## config.mk

```make
export PLATFORM = sky130hd
export DESIGN_NAME = mem_port_arbiter
export DESIGN_NICKNAME = d
export VERILOG_FILES = /design/src/rtl/mem_port_arbiter.sv
export SDC_FILE = /design/constraint.sdc
export NUM_CORES = 1
export LEC_CHECK = 0
export CAP_MARGIN = 40
export CORE_MARGIN = 5
export CORE_UTILIZATION = 41
export CTS_CLUSTER_SIZE = 16
export DETAILED_ROUTE_END_ITERATION = 8
export GPL_TIMING_DRIVEN = 0
export PLACE_DENSITY = 0.78
export SYNTH_ARGS = -nofsm -noshare
export SYNTH_HDL_FRONTEND = slang
export SYNTH_SLANG_ARGS = --single-unit
```

## constraint.sdc

```tcl
create_clock -name clk -period 1.7 [get_ports clk]
set_input_delay 0.34 -clock clk [delete_from_list [all_inputs] [get_ports clk]]
set_output_delay 0.34 -clock clk [all_outputs]
set_load 0.02 [all_outputs]
```

## src/rtl/mem_port_arbiter.sv

```systemverilog
// Shares one memory/IO bus port between the instruction fetch and the data access stages.
// MEM has fixed priority; each access runs over MIO_ready with a hang timeout that raises bus_err.
module mem_port_arbiter #(
    parameter int DATA_W  = 32,
    parameter int TIMEOUT = 15,
    parameter int TO_W    = 4
) (
    input  logic              clk,
    input  logic              rst,
    input  logic              if_req,
    input  logic [DATA_W-1:0] if_addr,
    input  logic              if_flush,
    output logic [DATA_W-1:0] if_rdata,
    output logic              if_done,
    output logic              if_stall,
    input  logic              mem_req,
    input  logic              mem_we,
    input  logic [DATA_W-1:0] mem_addr,
    input  logic [DATA_W-1:0] mem_wdata,
    output logic [DATA_W-1:0] mem_rdata,
    output logic              mem_done,
    output logic              mem_stall,
    output logic              bus_req,
    output logic              bus_we,
    output logic [DATA_W-1:0] bus_addr,
    output logic [DATA_W-1:0] bus_wdata,
    input  logic [DATA_W-1:0] bus_rdata,
    input  logic              MIO_ready,
    output logic              bus_err,
    output logic              bus_err_src
);

    localparam logic [1:0] IDLE      = 2'd0;
    localparam logic [1:0] GRANT_IF  = 2'd1;
    localparam logic [1:0] GRANT_MEM = 2'd2;

    logic [1:0]        state_reg, state_next;
    logic [TO_W-1:0]   cnt_reg;
    logic              discard_reg;
    logic [DATA_W-1:0] if_rdata_reg, mem_rdata_reg;
    logic              if_done_reg, mem_done_reg;
    logic              bus_req_reg, bus_we_reg;
    logic [DATA_W-1:0] bus_addr_reg, bus_wdata_reg;
    logic              bus_err_reg, bus_err_src_reg;

    logic grant_mem, grant_if, in_grant, timed_out, finish, if_drop;

    // A requester in its done cycle is ignored so a held request is not re-issued.
    assign grant_mem = (state_reg == IDLE) && mem_req && !mem_done_reg;
    assign grant_if  = (state_reg == IDLE) && !grant_mem && if_req && !if_done_reg && !if_flush;
    assign in_grant  = (state_reg != IDLE);
    assign timed_out = in_grant && !MIO_ready && (cnt_reg == TO_W'(TIMEOUT));
    assign finish    = in_grant && (MIO_ready || timed_out);
    assign if_drop   = discard_reg || if_flush;

    always_comb begin
        state_next = state_reg;
        if (grant_mem)
            state_next = GRANT_MEM;
        else if (grant_if)
            state_next = GRANT_IF;
        else if (finish)
            state_next = IDLE;
    end

    always_ff @(posedge clk) begin
        if (rst) begin
            state_reg       <= IDLE;
            cnt_reg         <= '0;
            discard_reg     <= 1'b0;
            if_rdata_reg    <= '0;
            mem_rdata_reg   <= '0;
            if_done_reg     <= 1'b0;
            mem_done_reg    <= 1'b0;
            bus_req_reg     <= 1'b0;
            bus_we_reg      <= 1'b0;
            bus_addr_reg    <= '0;
            bus_wdata_reg   <= '0;
            bus_err_reg     <= 1'b0;
            bus_err_src_reg <= 1'b0;
        end else begin
            state_reg    <= state_next;
            if_done_reg  <= 1'b0;
            mem_done_reg <= 1'b0;
            bus_err_reg  <= 1'b0;

            if (grant_mem || grant_if) begin
                bus_req_reg   <= 1'b1;
                bus_we_reg    <= grant_mem && mem_we;
                bus_addr_reg  <= grant_mem ? mem_addr : if_addr;
                bus_wdata_reg <= grant_mem ? mem_wdata : '0;
                cnt_reg       <= '0;
                discard_reg   <= 1'b0;
            end else if (in_grant) begin
                cnt_reg <= cnt_reg + 1'b1;
            end

            if (state_reg == GRANT_IF && if_flush)
                discard_reg <= 1'b1;

            if (finish) begin
                bus_req_reg <= 1'b0;
                discard_reg <= 1'b0;
                bus_err_reg <= timed_out;
                if (timed_out)
                    bus_err_src_reg <= (state_reg == GRANT_MEM);
                if (state_reg == GRANT_MEM) begin
                    mem_done_reg <= 1'b1;
                    if (timed_out)
                        mem_rdata_reg <= '0;
                    else if (!bus_we_reg)
                        mem_rdata_reg <= bus_rdata;
                end else if (!if_drop) begin
                    // A flushed fetch still finishes on the bus but is never reported.
                    if_done_reg  <= 1'b1;
                    if_rdata_reg <= timed_out ? '0 : bus_rdata;
                end
            end
        end
    end

    assign if_rdata    = if_rdata_reg;
    assign if_done     = if_done_reg;
    assign if_stall    = if_req && !if_done_reg;
    assign mem_rdata   = mem_rdata_reg;
    assign mem_done    = mem_done_reg;
    assign mem_stall   = mem_req && !mem_done_reg;
    assign bus_req     = bus_req_reg;
    assign bus_we      = bus_we_reg;
    assign bus_addr    = bus_addr_reg;
    assign bus_wdata   = bus_wdata_reg;
    assign bus_err     = bus_err_reg;
    assign bus_err_src = bus_err_src_reg;

endmodule

```

Word level (Yosys, flattened, before mapping). Index checks and enable logic that the tools add are counted. W data, S select, Z words.

Add/sub/neg operators: 1. Eq/ne operators: 4. Muxes and demuxes: 12. Bitwise logic cells: 3. Reduce and logical (&&, ||, !) cells: 34.

Operators by type and width (number): $mux W32 (5); $logic_and A1 B1 Y1 (13); $reduce_or A2 Y1 (4); $mux W2 (3); $reduce_and A3 Y1 (2); $reduce_bool A2 Y1 (3); $logic_not A1 Y1 (5); $add A4 B1 Y4 const B (1); $eq A4 B4 Y1 const B (1); $mux W1 (4); $logic_or A1 B1 Y1 (3); $not A1 Y1 (3); $reduce_bool A3 Y1 (1); $reduce_or A3 Y1 (1); $eq A2 B1 Y1 const B (1); $eq A2 B2 Y1 const B (1); $logic_not A2 Y1 (1); $ne A2 B1 Y1 const B (1); $reduce_and A2 Y1 (1).

Register bits: 141. Output and inout port bits: 136.

Logic depth before layout (Yosys ltp). Gate-level depths: netlist (run 1).

Depth after elaboration: 11. Mapped depth: 6. Depth with buffers taken out: 4.

Least setup slack after synthesis (run 1). No wires, ideal clock.

Path kind: reg-to-reg. Start: register mem_done_reg, in the netlist mem_done. End: register bus_addr_reg[22], in the netlist bus_addr[22]. Data arrival time: 1.354 ns. Data required time: 1.569 ns. Setup slack: 0.215 ns. Cell stages (with the launch flop): 6. Clock period less this slack: 1.485 ns. Cell sequence: dfxtp_1 -> nand2b_1 -> inv_2 -> buf_2 -> o311ai_0 -> a21oi_1.

Longest elaborated chain between the ends: 8. Elaborated cells on any way between the ends: 9. Classes of those cells: 1 x mux; 8 x reduce/logical.

RTL lines: from (decl) (RTL line 41) `logic if_done_reg, mem_done_reg;`; from (signal assigned) (RTL line 74) `mem_done_reg <= 1'b0;`; from (signal assigned) (RTL line 84) `mem_done_reg <= 1'b0;`; from (signal assigned) (RTL line 108) `mem_done_reg <= 1'b1;`; $logic_not A1 Y1 * (RTL line 49) `assign grant_mem = (state_reg == IDLE) && mem_req && !mem_done_reg;`; $logic_and A1 B1 Y1 * (RTL line 49); $logic_not A1 Y1 (RTL line 50) `assign grant_if = (state_reg == IDLE) && !grant_mem && if_req && !if_done_reg && !if_flush;`; $logic_and A1 B1 Y1 (4 in series) (RTL line 50); $logic_or A1 B1 Y1 (RTL line 87) `if (grant_mem || grant_if) begin`; to (signal assigned) (RTL line 90) `bus_addr_reg <= grant_mem ? mem_addr : if_addr;`; to (decl) (RTL line 43) `logic [DATA_W-1:0] bus_addr_reg, bus_wdata_reg;`.

Mark *: on every way between the ends. The rest lies on a longest branch, timed or not. A chain may end at the register's enable or synchronous reset.

Worst setup path after layout (run 1).
Start: register mem_done_reg, in the netlist mem_done. End: output mem_stall.

Longest elaborated chain between the ends: 2.

RTL lines: $logic_not A1 Y1 (RTL line 127) `assign mem_stall = mem_req && !mem_done_reg;`; $logic_and A1 B1 Y1 (RTL line 127); to (decl) (RTL line 22) `output logic mem_stall,`.

No other way between the ends.

==> flow_metrics.py, run 1 <==
metrics = {
    "run_status": {
        "status": "finished clean",
    },
    "global_routing": {
        "grt_usage_pct": 24.1,
        "antenna_found_initial": 0,
        "grt_max_degree": 17,
        "grt_pass1_vias": 6232,
        "grt_overflow": 0,
        "grt_pass1_wl_mm": 31.8,
    },
    "synthesis": {
        "synth-seq-area-share_pct": 48.3,
        "yosys.area.top_type": "dfxtp_1",
        "synth_ff_type": "dfxtp_1",
        "synth_area_um2": 5840,
        "ys_ff_latch": 141,
        "netlist.area_leader.share_pct": 48.3,
        "syn-num-nets": 745,
        "syn_inst": 609,
        "ys_warn_count": 0,
        "synthArstFlopShare_pct": 0,
        "yosys-top-cells-area": "dfxtp_1 48%, a21oi_1 6.0%, a32o_1 5.7%, mux2i_1 5.5%, o2bb2ai_1 4.8%",
        "avgSynthCellArea_um2": 9.59,
        "ys_types": 45,
        "synth-edff-count": 0,
    },
    "power": {
        "power_mw": 9.19,
        "p_leak_nw": 4.23,
        "vdd_drop_max_mv": 0.680,
        "power_density_nw_per_um2": 972,
    },
    "sta": {
        "hold_viol": 0,
        "rsz0062_at_grt": "yes",
        "worst_slack_ns": 0.0163,
        "fmax_mhz": 594,
        "slew_headroom_pct": 63.0,
        "finalCritPeriodShare_pct": 99.0,
        "worstMarginPinSlew_ns": 0.555,
        "report.final.slew_viol_count": 0,
        "period_needed_ns": 1.68,
        "skew_ns": 0.00680,
        "setup_violations": 0,
    },
    "finish": {
        "antenna-diode-count": 0,
        "fin_area_um2": 9460,
        "utilization_pct": 67.9,
        "register_area_um2": 2830,
        "multiInputGateArea_um2": 2790,
        "nFillCells": 1133,
        "nets": 1039,
        "final_common_cell": "dfxtp_1",
        "drive_gt1_share_pct": 10.4,
        "syn_to_final_growth_pct": 62.0,
        "layout_common_cells": "139 x dfxtp_1, 134 x clkdlybuf4s50_1, 114 x dlygate4sd2_1",
    },
    "route": {
        "postRouteAntennaNets": 0,
        "drt-total-wl_mm": 20.9,
        "first_iter_violations": 379,
        "firstDrtPassIters": 5,
        "wl_per_cell_um": 19.1,
        "vias_per_cell": 5.53,
        "drc": 0,
        "routed-via-count": 6047,
    },
    "setup_path": {
        "endpoint_kind": "output pin",
        "path_class": "reg2out",
        "start_kind": "flop",
        "required_ns": 1.36,
        "worstPathArrival_ns": 1.34,
        "cp_max_fo": 10,
    },
    "die": {
        "die_h_um": 129,
        "io-pin-count": 271,
        "dieArea_um2": 16700,
        "rows": 43,
        "initial_utilization_pct": 41.9,
        "coreArea_um2": 13900,
        "die_w_um": 129,
    },
    "cts": {
        "tritoncts": "done",
        "cts_made_buffers": 17,
        "cts_max_path_buffers": 2,
        "cts_sinks": 141,
        "cts_max_level": 4,
        "clk_latency_ns": 0.41,
        "cts-root-buf": "clkbuf_16",
        "cts_hold_buffers": 0,
        "clk_pin_slew_worst_paths_ns": 0.06,
    },
    "place": {
        "placed_cell_area_um2": 8770,
        "port_buffers": 270,
        "place_ws_ns": -0.736,
        "gp_congestion": 0.876,
        "dp_hpwl_mm": 16.1,
    },
    "job": {
        "maxCapViolCount": 0,
    },
    "hold_path": {
        "hp-class": "in2reg",
    },
}
metrics by stage:
stage	instances	TNS, ns	hold WS (ns)
floorplan	609	0	0.457
global placement	1059	-58.23	0.444
detailed placement	1059	-63.38	0.452
CTS	1089	-1.52	0.460
global route	1093	-0.194	0.441
finish	1093	0	0.416
critical path: stages, from the launching register on:
cell	delay [ns]
dfxtp_2	0.37
nand2b_4	0.18
inv_2	0.05
buf_4	0.17
buf_4	0.17
final cells by class:
cell class	count	share of cell area [%]
buffer	63	3.70
tap	180	2.38
multi-input combinational	401	29.5
sequential	141	29.9
clock inverter	11	1.80
inverter	4	0.185
timing repair buffer	275	27.9
clock buffer	18	4.64
cells in the mapped netlist (2+ instances only):
cell type  count
a21oi_1       70
a32o_1        33
buf_2         21
buf_4          7
clkbuf_1      33
dfxtp_1      141
inv_1          2
inv_2          2
mux2i_1       32
nand2_1       67
nand2b_1       3
nand3_1        2
nand4_1        2
nor2_1         3
nor2b_1       35
nor3_1         2
o21ai_1       33
o21bai_1      32
o2bb2ai_1     32
o311ai_0      25
o311ai_1       7
or3b_1         2
routing by layer:
layer  GRT usage, %  wire length (um)  vias up
met2           42.2             10200      295
met5              0                 0        -
met4           9.76               721        0
met1           28.0              8360     2833
met3           6.18              1640       51
li1               -                 -     2868
path summary, 6_finish.rpt:
| check | cells past startpoint | slack [ns] | from | endpoint |
|---|---|---|---|---|
| max | 4 | 0.02 | mem_done | mem_stall |
| min | 4 | 0.42 | mem_req | discard_reg |
| max reg2reg | 5 | 0.05 | state_reg[1] | bus_addr[25] |
| min reg2reg | 2 | 0.46 | mem_rdata[7] | mem_rdata[7] |
power breakdown:
group | total (mW) | switching (mW) | internal [mW]
Clock | 3.87 | 1.40 | 2.47
Sequential | 3.63 | 0.133 | 3.50
Combinational | 1.69 | 0.882 | 0.808
Total | 9.19 | 2.42 | 6.77
logic make-up after synthesis:
logic type / Yosys count / synth area share (%)
DFF: 141 / 48.3
AOI/OAI and AO/OA: 243 / 29.7
and+or+nand+nor: 125 / 10.9
buffers and inverters: 67 / 5.34
muxes: 32 / 5.49
adders and majority gates: 1 / 0.214
repair_timing:
action,CTS,global route
gates resized for setup,128,72
setup endpoints to repair,218,151
buffers inserted,1,4
pin swaps,0,3
cloned,0,0
Power figures use the tool's default switching activity.
==> run 2, diff against run 1 <==
==> constraint.sdc (replaced) <==
create_clock -name clk -period 1.7 [get_ports clk]
set_input_delay 0.34 -clock clk [delete_from_list [all_inputs] [get_ports clk]]
set_output_delay 0.34 -clock clk [all_outputs]
set_load 0.01 [all_outputs]
==> run 2 against run 1 <==
  * Final cell count barely moved
  * Via count decreased by 0.25%
  * Flip-flop and latch count unchanged
  * Cell area increased by 1.4%
  * Wire length is essentially flat
  * Global-route usage hardly changed
  * Sequential power about the same
  * Combinational power fell by 4%
  * Non-clock buffer count grew 1
  * Highest routed layer unchanged
  * Setup slack better by 0.014 ns
==> flow_metrics.py, run 2 (synthesis gave the netlist of run 1 again) <==
metrics = {
    "run_status": {
        "status": "finished clean",
    },
    "setup_path": {
        "endpoint_kind": "flop",
        "worstPathArrival_ns": 1.95,
        "start_kind": "primary input",
        "cp_max_fo": 10,
        "path_class": "in2reg",
        "required_ns": 1.98,
    },
    "route": {
        "routed-via-count": 6032,
        "wl_per_cell_um": 19.1,
        "vias_per_cell": 5.51,
        "drc": 0,
        "drt-total-wl_mm": 20.9,
        "postRouteAntennaNets": 0,
        "firstDrtPassIters": 5,
        "first_iter_violations": 396,
    },
    "die": {
        "rows": 43,
        "die_h_um": 129,
        "dieArea_um2": 16700,
        "die_w_um": 129,
        "coreArea_um2": 13900,
        "io-pin-count": 271,
        "initial_utilization_pct": 41.9,
    },
    "place": {
        "dp_hpwl_mm": 16.1,
        "place_ws_ns": -0.668,
        "placed_cell_area_um2": 8770,
        "gp_congestion": 0.876,
        "port_buffers": 270,
    },
    "sta": {
        "fmax_mhz": 599,
        "finalCritPeriodShare_pct": 98.2,
        "report.final.slew_viol_count": 0,
        "slew_headroom_pct": 63.6,
        "tns_ns": 0,
        "worstMarginPinSlew_ns": 0.546,
        "setup_violations": 0,
        "skew_ns": 0.00643,
        "worst_slack_ns": 0.0301,
        "hold_viol": 0,
        "period_needed_ns": 1.67,
    },
    "cts": {
        "cts_sinks": 141,
        "clk_pin_slew_worst_paths_ns": 0.06,
        "clk_latency_ns": 0.41,
        "cts_made_buffers": 17,
        "cts_max_level": 4,
        "cts_max_path_buffers": 2,
        "tritoncts": "done",
        "cts-root-buf": "clkbuf_16",
    },
    "global_routing": {
        "grt_usage_pct": 24.1,
        "antenna_found_initial": 0,
        "grt_overflow": 0,
        "grt_max_degree": 17,
        "grt_pass1_wl_mm": 31.8,
        "grt_pass1_vias": 6232,
    },
    "power": {
        "power_density_nw_per_um2": 951,
        "p_leak_nw": 3.83,
        "vdd_drop_max_mv": 0.677,
        "power_mw": 9.12,
    },
    "finish": {
        "antenna-diode-count": 0,
        "final_common_cell": "clkdlybuf4s50_1",
        "nFillCells": 1078,
        "drive_gt1_share_pct": 10.4,
        "nets": 1040,
        "fin_area_um2": 9590,
        "layout_common_cells": "230 x clkdlybuf4s50_1, 138 x dfxtp_1, 69 x a21oi_1",
        "syn_to_final_growth_pct": 64.3,
    },
    "job": {
        "maxCapViolCount": 0,
    },
    "hold_path": {
        "hp-class": "in2reg",
    },
}
[run 2: cell count changes in the layout (fill, tap and decap cells not counted)]
| cell | previous run | this run |
|---|---|---|
| buf_2 | 9 | 11 |
| clkbuf_1 | 23 | 24 |
| clkbuf_2 | 11 | 9 |
| clkbuf_4 | 8 | 7 |
| clkdlybuf4s50_1 | 134 | 230 |
| dfxtp_1 | 139 | 138 |
| dfxtp_2 | 2 | 3 |
| dlygate4sd2_1 | 114 | 15 |
| dlymetal6s2s_1 | 20 | 24 |
| mux2i_2 | 0 | 1 |
| mux2i_4 | 1 | 0 |
[run 2: per-stage QoR]
stage          hold WS (ns)  std cells  util, %
2_1_floorplan         0.457        609        -
3_3_place_gp          0.444       1059     62.9
3_5_place_dp          0.452       1059     62.9
4_1_cts               0.460       1089     67.5
5_1_grt               0.422       1094     68.9
6_report              0.412       1094     68.9
[run 2: what timing repair did]
action                     in CTS  in global routing
resized for setup              27                 70
pin swaps                       0                  3
buffers inserted                1                  5
gates cloned                    0                  0
hold buffers                    0                  0
setup endpoints to repair     118                154
[run 2: layout make-up]
cell class / instances / area, um2 / area share (%)
plain buffers: 63 / 344 / 3.59
clock buffers: 18 / 439 / 4.58
inverters: 4 / 17.5 / 0.183
repair buffers: 276 / 2790 / 29.0
clock inverters: 11 / 170 / 1.77
well taps: 180 / 225 / 2.35
multi-input cells: 401 / 2790 / 29.0
flip-flops and latches: 141 / 2830 / 29.5
[run 2: report_power, final]
part	switching [mW]	internal, mW
Combinational	0.740	0.886
Clock	1.39	2.47
Sequential	0.138	3.50
Total	2.27	6.85
[run 2: final timing paths]
check	startpoint	end	slack [ns]	depth (start not counted)
worst max-delay path	if_flush	bus_addr[13]	0.03	5
worst min-delay path	mem_req	discard_reg	0.41	4
worst max register to register	cnt_reg[0]	mem_rdata[31]	0.09	5
worst min register to register	mem_rdata[22]	mem_rdata[22]	0.46	2
[run 2: critical path: stages]
cell and delay (ns):
clkdlybuf4s50_1 0.55, or3b_4 0.47, a21oi_4 0.22, buf_2 0.26
a21oi_1 0.10
[run 2: layer usage]
layer	routed length (um)	vias up	GRT usage, %
li1	-	2870	-
met1	8290	2847	28.1
met2	10400	270	42.0
met3	1560	45	6.18
met4	661	0	10.1
met5	0	-	0
==> run 3, diff against run 2 <==
- RECOVER_POWER: default -> 25
- SKIP_LAST_GASP: default -> 1
==> run 3 against run 2 <==
  * The run now ends with negative setup slack left
  * Via count is 0.68% lower
  * Register-to-register slack worse by 0.09 ns
  * Setup slack worse by 0.072 ns
  * Clock power hardly changed
  * Flip-flop and latch count stayed put
  * Non-clock buffer count is 1 lower
  * Highest routed layer unchanged
==> flow_metrics.py, run 3 (synthesis gave the netlist of run 1 again) <==
metrics = {
    "run_status": {
        "status": "finished, violations left",
        "violations": "negative setup slack",
    },
    "place": {
        "gp_congestion": 0.876,
        "dpl.cell_count": 1059,
        "placed_cell_area_um2": 8770,
        "port_buffers": 270,
        "dp_hpwl_mm": 16.1,
    },
    "sta": {
        "finalCritPeriodShare_pct": 102,
        "skew_ns": 0.00663,
        "worstMarginPinSlew_ns": 0.550,
        "slew_headroom_pct": 63.4,
        "period_needed_ns": 1.74,
        "rsz0062_at_grt": "yes",
        "setup_violations": 1,
        "worst_slack_ns": -0.0421,
        "hold_viol": 0,
        "report.final.slew_viol_count": 0,
        "fmax_mhz": 574,
    },
    "die": {
        "io-pin-count": 271,
        "initial_utilization_pct": 41.9,
        "coreArea_um2": 13900,
        "rows": 43,
        "dieArea_um2": 16700,
        "die_w_um": 129,
        "die_h_um": 129,
    },
    "cts": {
        "clk_pin_slew_worst_paths_ns": 0.06,
        "clk_latency_ns": 0.41,
        "cts_sinks": 141,
        "cts-root-buf": "clkbuf_16",
        "cts_max_path_buffers": 2,
        "tritoncts": "done",
        "cts_hold_buffers": 0,
        "cts_made_buffers": 17,
        "cts_max_level": 4,
    },
    "finish": {
        "fin_area_um2": 9470,
        "finalNonFillerCells": 1093,
        "nets": 1039,
        "drive_gt1_share_pct": 9.97,
        "register_area_um2": 2820,
        "multiInputGateArea_um2": 2790,
        "final_common_cell": "clkdlybuf4s50_1",
        "antenna-diode-count": 0,
        "layout_common_cells": "230 x clkdlybuf4s50_1, 140 x dfxtp_1, 69 x a21oi_1",
        "syn_to_final_growth_pct": 62.1,
        "nFillCells": 1104,
    },
    "power": {
        "p_leak_nw": 3.43,
        "power_mw": 9.11,
        "power_density_nw_per_um2": 963,
        "vdd_drop_max_mv": 0.669,
    },
    "route": {
        "drt-total-wl_mm": 20.9,
        "wl_per_cell_um": 19.1,
        "firstDrtPassIters": 5,
        "drc": 0,
        "first_iter_violations": 348,
        "routed-via-count": 5991,
        "vias_per_cell": 5.48,
        "postRouteAntennaNets": 0,
    },
    "global_routing": {
        "grt_pass1_wl_mm": 31.8,
        "grt_pass1_vias": 6232,
        "grt_usage_pct": 24.1,
        "grt_overflow": 0,
        "grt_max_degree": 17,
        "antenna_found_initial": 0,
    },
    "setup_path": {
        "cp_max_fo": 10,
        "endpoint_kind": "output pin",
        "reg2regPathDepth": 6,
        "path_class": "in2out",
        "start_kind": "primary input",
        "worstPathArrival_ns": 1.40,
        "required_ns": 1.36,
    },
    "job": {
        "maxCapViolCount": 0,
    },
    "hold_path": {
        "whs_path_depth": 2,
        "hp-class": "reg2reg",
    },
}
[run 3: changes by cell type in the layout (fill, tap and decap cells not counted), sizes merged]
cell,previous run,this run
buf,30,25
clkbuf,58,72
clkdlybuf4s25,0,13
dlygate4sd3,0,1
dlymetal6s2s,24,0
[run 3: path summary, 6_finish.rpt]
check	startpoint	endpoint	slack [ns]
setup reg to reg	mem_done	bus_addr[5]	0
hold reg to reg	mem_rdata[7]	mem_rdata[7]	0.46
hold / removal	mem_rdata[7]	mem_rdata[7]	0.46
setup / recovery	mem_req	mem_stall	-0.04
[run 3: worst max-delay path: stages]
cell and delay, ns:
clkdlybuf4s50_1 0.54, nand2b_4 0.11, inv_2 0.08, buf_4 0.17, clkbuf_2 0.17
[run 3: layer usage]
| metal | GRT usage [%] | vias to the layer above | part of all wire, % |
|---|---|---|---|
| met5 | 0 | - | 0 |
| met4 | 10.1 | 0 | 3.4 |
| met3 | 6.18 | 49 | 7.6 |
| met2 | 42.0 | 259 | 49 |
| met1 | 28.1 | 2814 | 40 |
| li1 | - | 2869 | - |
[run 3: through the flow]
step                setup WS [ns]  hold WS, ns  TNS (ns)  util [%]
floorplan                   0.242        0.457         0         -
global placement           -0.647        0.444    -58.10      62.9
detailed placement         -0.668        0.452    -63.24      62.9
CTS                        -0.199        0.460     -1.97      67.5
global route               -0.117        0.482     -1.93      67.9
finish                    -0.0421        0.459   -0.0421      67.9
[run 3: layout make-up]
class	count	area share (%)
plain buffers	63	3.73
clock buffers	18	4.64
clock inverters	11	1.80
inverters	4	0.185
multi-input cells	401	29.4
flip-flops and latches	141	29.8
well taps	180	2.38
repair buffers	275	28.0
[run 3: report_power, final]
part | total [mW] | switching, mW | internal, mW | leakage [nW]
Clock | 3.86 | 1.40 | 2.47 | 0.290
Combinational | 1.61 | 0.745 | 0.868 | 1.99
Sequential | 3.64 | 0.140 | 3.50 | 1.15
Total | 9.11 | 2.28 | 6.83 | 3.43
[run 3: what timing repair did]
action                     4_1_cts  5_1_grt
hold endpoints to repair         0        0
resized for setup               26       76
pin swaps                        0        3
setup endpoints to repair      118      154
setup buffers                    1        4
==> RTL edit 1 (settings of run 2) <==
Change the parameter `DATA_W` from 32 to 16.
--- a/src/rtl/mem_port_arbiter.sv
+++ b/src/rtl/mem_port_arbiter.sv
@@ -3,3 +3,3 @@
 module mem_port_arbiter #(
-    parameter int DATA_W  = 32,
+    parameter int DATA_W  = 16,
     parameter int TIMEOUT = 15,
Interface: changed (8 resized); port bits go from 271 to 143. No check against the original RTL was run, so the function may have changed too.
==> RTL edit 1 against run 2 <==
- count of clock-buffer cells in the layout is 7 lower
- power is 52% lower
- final area is 44% lower
- routed wire length is 44% lower
- clock skew is 0.0042 ns higher
- via count is 37% lower
- area after synthesis is 40% lower
- critical path depth stayed put
- combinational power is 37% lower
- non-clock buffer count is 154 lower
- worst setup slack worse by 0.027 ns
- sequential cell count is 64 lower
- highest routed layer unchanged
- largest cell class is now multi-input combinational cells
==> RTL edit 1: results (changes against run 2) <==
number of port buffers=142 (-47%); register-to-register path setup slack=0.08 ns; path category of the worst min-delay check=register to register; most area-consuming cells after synthesis=dfxtp_1, a21oi_1, nand3_1; latest clock arrival within the worst-skew pair=0.34 ns (-0.07 ns); number of buffers on the longest clock path=2 (unchanged); post-synth net total=451 (-39%); depth of the worst register-to-register path=6 (+1); DR iter-0 viols=245 (-38%); run status=finished clean; hpwl dp=8520 um (-47%); data arrival time of the critical path=1.90 ns (-0.05 ns); async set-reset flop share out of synthesis=0% (unchanged); number of diodes added for antenna fixing=0 (unchanged); startpoint of the tightest hold check path=bus_req; Inserted Clock Buffers=9 (-8); count of warnings emitted by yosys=0 (unchanged); worst vdd rail ir drop=0.000492 V (-27%); root cell of the clock tree=clkbuf_8; number of global-route vias before repair=3707 (-41%); clock skew after layout=0.0106 ns (+0.00416 ns); sequential share of the synthesized area=43.8% (-4.6 points); number of filler instances in the final layout=698 (-35%); number of cells on the worst hold path=2 (-2); maximum number of pins on one net before global-route repair=13 (-4); leakage dissipation=1.85 nW (-52%); top fanout value on the critical path=10 (unchanged); reg-to-reg critical path startpoint=cnt_reg[1]; post-route ant nets=0 (unchanged); most numerous cell types in the synthesized netlist=dfxtp_1, a21oi_1, nand3_1; global-route wire length before repair=18500 um (-42%); Yosys cell types=42 (-6.7%); count of TritonRoute iterations in the first routing pass=5 (unchanged); Fin Hold WS=0.490 ns (+0.0782 ns); post-placement worst setup slack=-0.781 ns (-0.113 ns); number of nets in the layout=607 (-42%); via count=3775 (-37%); last weighted congestion value of the routability-driven placer=0.844 (-3.6%); WHS Endpoint=bus_req; cell area after synthesis=3520 um^2 (-40%); Worst Max-Slew Pin Slew=0.495 ns (-0.0502 ns); H-tree levels=3 (-1); Critical R2R Capture=mem_rdata[5]; GRT Total Usage=21.8% (-2.3 points); fraction of final layout cells with drive strength greater than 1=12.1% (+1.7 points); final routed wire length divided by cell count=18.2 um (-4.8%)
## RTL edit 1: kinds of logic (layout without fill, tap and decap cells)
logic type,count (synthesis),after routing,synth area share [%]
AOI/OAI and AO/OA,150,150,30.3
DFF,77,77,43.8
buffers and inverters,43,203,5.69
and+or+nand+nor,92,92,15.4
muxes,16,16,4.55
adders and majority gates,1,1,0.355
## RTL edit 1: area by class of cell
class                           instances  area [um^2]  area share, %
Sequential cell                        77         1550           28.9
Buffer                                 39          205           3.83
Multi-Input combinational cell        259         1820           34.0
Timing Repair Buffer                  146         1450           27.1
Inverter                                3         12.5          0.234
Tap cell                              105          131           2.45
Clock buffer                           11          141           2.64
Clock inverter                          4         48.8          0.911
## RTL edit 1: worst max path at each step
stage	to	cells after the start	start	slack (ns)
final	bus_addr[8]	5	if_flush	0.003
after global placement	mem_stall	5	mem_req	-0.73
after global routing	bus_addr[8]	5	if_flush	-0.004
after detailed placement	mem_stall	5	mem_req	-0.78
after floorplan	bus_addr[10]	4	if_done	0.30
after CTS	bus_wdata[4]	4	state_reg[1]	0.006
## RTL edit 1: repair_timing
item | 4_1_cts | 5_1_grt
endpoints found under the setup margin | 27 | 60
resized for setup | 17 | 23
hold endpoints to repair | 0 | 0
pin swaps | 0 | 1
buffers inserted | 1 | 3
## RTL edit 1: where the power goes
| part | switching [mW] | leakage (nW) | total, mW | internal [mW] |
|---|---|---|---|---|
| clock | 0.657 | 0.0992 | 1.37 | 0.709 |
| sequential | 0.0909 | 0.631 | 2.02 | 1.93 |
| combinational | 0.463 | 1.12 | 1.03 | 0.563 |
| total | 1.21 | 1.85 | 4.41 | 3.20 |
## RTL edit 1: critical path, cell delays in order
cell and delay [ns]:
clkdlybuf4s50_1 0.52, or3b_4 0.47, a21oi_4 0.26, buf_4 0.22
a21oi_1 0.08
## RTL edit 1: stage by stage
stage | power, mW | instance area, um^2 | cells
after floorplan | 2.51 | 3520 | 379
after global placement | 3.03 | 5070 | 626
after detailed placement | 3.05 | 5070 | 626
after CTS | 4.42 | 5310 | 642
after global routing | 4.61 | 5360 | 644
final | 4.41 | 5360 | 644
## RTL edit 1: routing by layer
layer  global-route usage [%]  part of all wire, %
met3                     3.79                  6.6
met5                        0                    0
met4                     7.47                  1.6
met2                     35.9                   50
met1                     28.7                   42
==> RTL edit 2 (config.mk and constraints of run 2) <==
Without the edit above. Reset style: asynchronous (`rst`), changed in one clocked block.
--- a/src/rtl/mem_port_arbiter.sv
+++ b/src/rtl/mem_port_arbiter.sv
@@ -65,3 +65,3 @@
 
-    always_ff @(posedge clk) begin
+    always_ff @(posedge clk or posedge rst) begin
         if (rst) begin
Check against the original RTL: differs if rst is asserted again (counterexample within 4 cycles, from zero or initial values and one cycle with rst high); with rst held inactive, the same outputs for 4 cycles.
==> RTL edit 2 against run 2 <==
- the flow now finishes with violations (setup timing)
- synthesized cell count shrank 13%
- area after synthesis is essentially flat
- sequential cell count is the same
- die area is essentially flat
- utilization grew 3.0 points
- final cell count shrank 6.4%
- final area grew 4.3%
- routed wire length is essentially flat
- largest cell class is now registers
- worst setup slack lost 0.10 ns
- critical path type is now register to register
- clock skew grew 0.010 ns
- non-clock buffer count shrank 4
Power is not compared: it rests on default switching activity, and its combinational part moved more than twofold at a synthesized area within 25%.
==> RTL edit 2: results (changes against run 2) <==
clock skew after layout=0.0167 ns (+0.0103 ns); data arrival time of the critical path=2.07 ns (+0.12 ns); number of diodes added for antenna fixing=0 (unchanged); multi-input gates=300 (-25%); leakage dissipation=5.09 nW; metal1 wirelength=8010 um (-3.4%); Gate Count Post-Synth=527 (-13%); Final WS setup=-0.0716 ns (-0.102 ns); count of TritonRoute iterations in the first routing pass=5 (unchanged); M2 GR Usage=40.0% (-2.0 points); last weighted congestion value of the routability-driven placer=0.894 (+2.0%); top fanout value on the critical path=7 (-3); sequential share of the synthesized area=60.5% (+12 points); latest clock arrival within the worst-skew pair=0.43 ns (+0.02 ns); post-synth net total=663 (-11%); count of warnings emitted by yosys=0 (unchanged); most numerous cell types in the synthesized netlist=dfrtp_1, nand2_1, o21ai_0; most area-consuming cells after synthesis=dfrtp_1, o221a_2, o21ai_0; global-route wire length before repair=31500 um (-0.87%); dpl cells=979 (-7.6%); Clock transition at path regs=0.06 ns (about the same); via count=5644 (-6.4%); DR iter-0 viols=367 (-7.3%); detailed-routed wire length on met2=10200 um (-1.4%); accumulated negative setup slack=-1.02 ns (-1.02 ns); Pwr Density=1700 nW/um^2; Inserted Clock Buffers=17 (unchanged); async set-reset flop share out of synthesis=100% (+100 points); number of nets in the layout=967 (-7.0%); detailed-route wire length=20900 um (about the same); met1 track demand over resource=28.9% (+0.83 points); met3 global-route usage=9.27% (+3.1 points); number of global-route vias before repair=5801 (-6.9%); total met3 wirelength after detailed routing=2210 um (+42%); flip-flop and latch share of the layout cell area=35.3% (+5.8 points); Finish-stage setup viols=27 (+27); run status=finished with violations; failing checks=setup timing; Yosys cell types=39 (-13%); Buffers, non-clock=335 (-1.2%); multi-input combinational area share=21.3% (-7.8 points); non-clock buffer share of cell area=33.8% (+1.1 points); Non-Filler Instances=1024 (-6.4%); CLK BUF=22 (+4); count of non-CTS inverters in the layout=36 (+32); Fin Hold WS=0.361 ns (-0.0506 ns); sequential cell count=141 (unchanged); fraction of final layout cells with drive strength greater than 1=17.2% (+6.8 points); relative area of clock buffers and inverters in the final design=6.03% (-0.32 points); post-placement worst setup slack=-0.779 ns (-0.111 ns); maximum number of pins on one net before global-route repair=40 (+23); initial antenna violation count=0 (unchanged); area fraction of the dominant cell type after synthesis=60.5% (+12 points); remaining max-slew budget at the tightest pin=53.5% (-10 points); highest signal layer in the routed design=met4; hpwl dp=15000 um (-6.6%); GRT Total Usage=24.1% (about the same); number of port buffers=269 (-0.37%); number of filler instances in the final layout=989 (-8.3%); placed instance area=8820 um^2 (+0.59%)
-- RTL edit 2: cell types whose count changed in the layout (fill, tap and decap cells not counted), moves of 33 or more --
cell             delta
nor2b_1            -34
a22o_1             +33
clkdlybuf4s50_1    -61
o21ai_0            +60
dfxtp_1           -138
dfrtp_1           +140
a21oi_1            -65
dlymetal6s2s_1     +62
-- RTL edit 2: critical path, cell delays in order (launching register included) --
cell and delay [ns]:
dfrtp_1 0.40, or3b_4 0.40, buf_8 0.16, buf_6 0.13, or4_1 0.41, o221a_2 0.15
-- RTL edit 2: what timing repair did --
action | 4_1_cts | 5_1_grt
cloned | 3 | 0
setup endpoints to repair | 136 | 188
pin swaps | 3 | 0
gates resized for setup | 64 | 137
setup buffers | 4 | 8
-- RTL edit 2: report_power, final --
part / switching, mW / internal (mW)
Clock: 1.44 / 2.38
Sequential: 0.941 / 4.90
Combinational: 3.33 / 3.97
Total: 5.71 / 11.3
-- RTL edit 2: path summary, 6_finish.rpt --
| path | start | endpoint | cells past startpoint |
|---|---|---|---|
| setup reg to reg | if_done | bus_addr[16] | 5 |
| hold / removal | MIO_ready | if_rdata[30] | 3 |
| hold reg to reg | bus_wdata[29] | bus_wdata[29] | 1 |
| min in group asynchronous | rst | bus_addr[12] | 2 |
| setup / recovery | if_done | bus_addr[16] | 5 |
| max in group asynchronous | rst | bus_wdata[27] | 4 |
-- RTL edit 2: kinds of logic after synthesis --
logic type | after synthesis | synth area share, %
and+or+nand+nor | 154 | 14.4
AOI/OAI and AO/OA | 144 | 18.3
adders and majority gates | 1 | 0.214
DFF | 141 | 60.5
xor gates and xnor gates | 1 | 0.150
buffers and inverters | 86 | 6.47
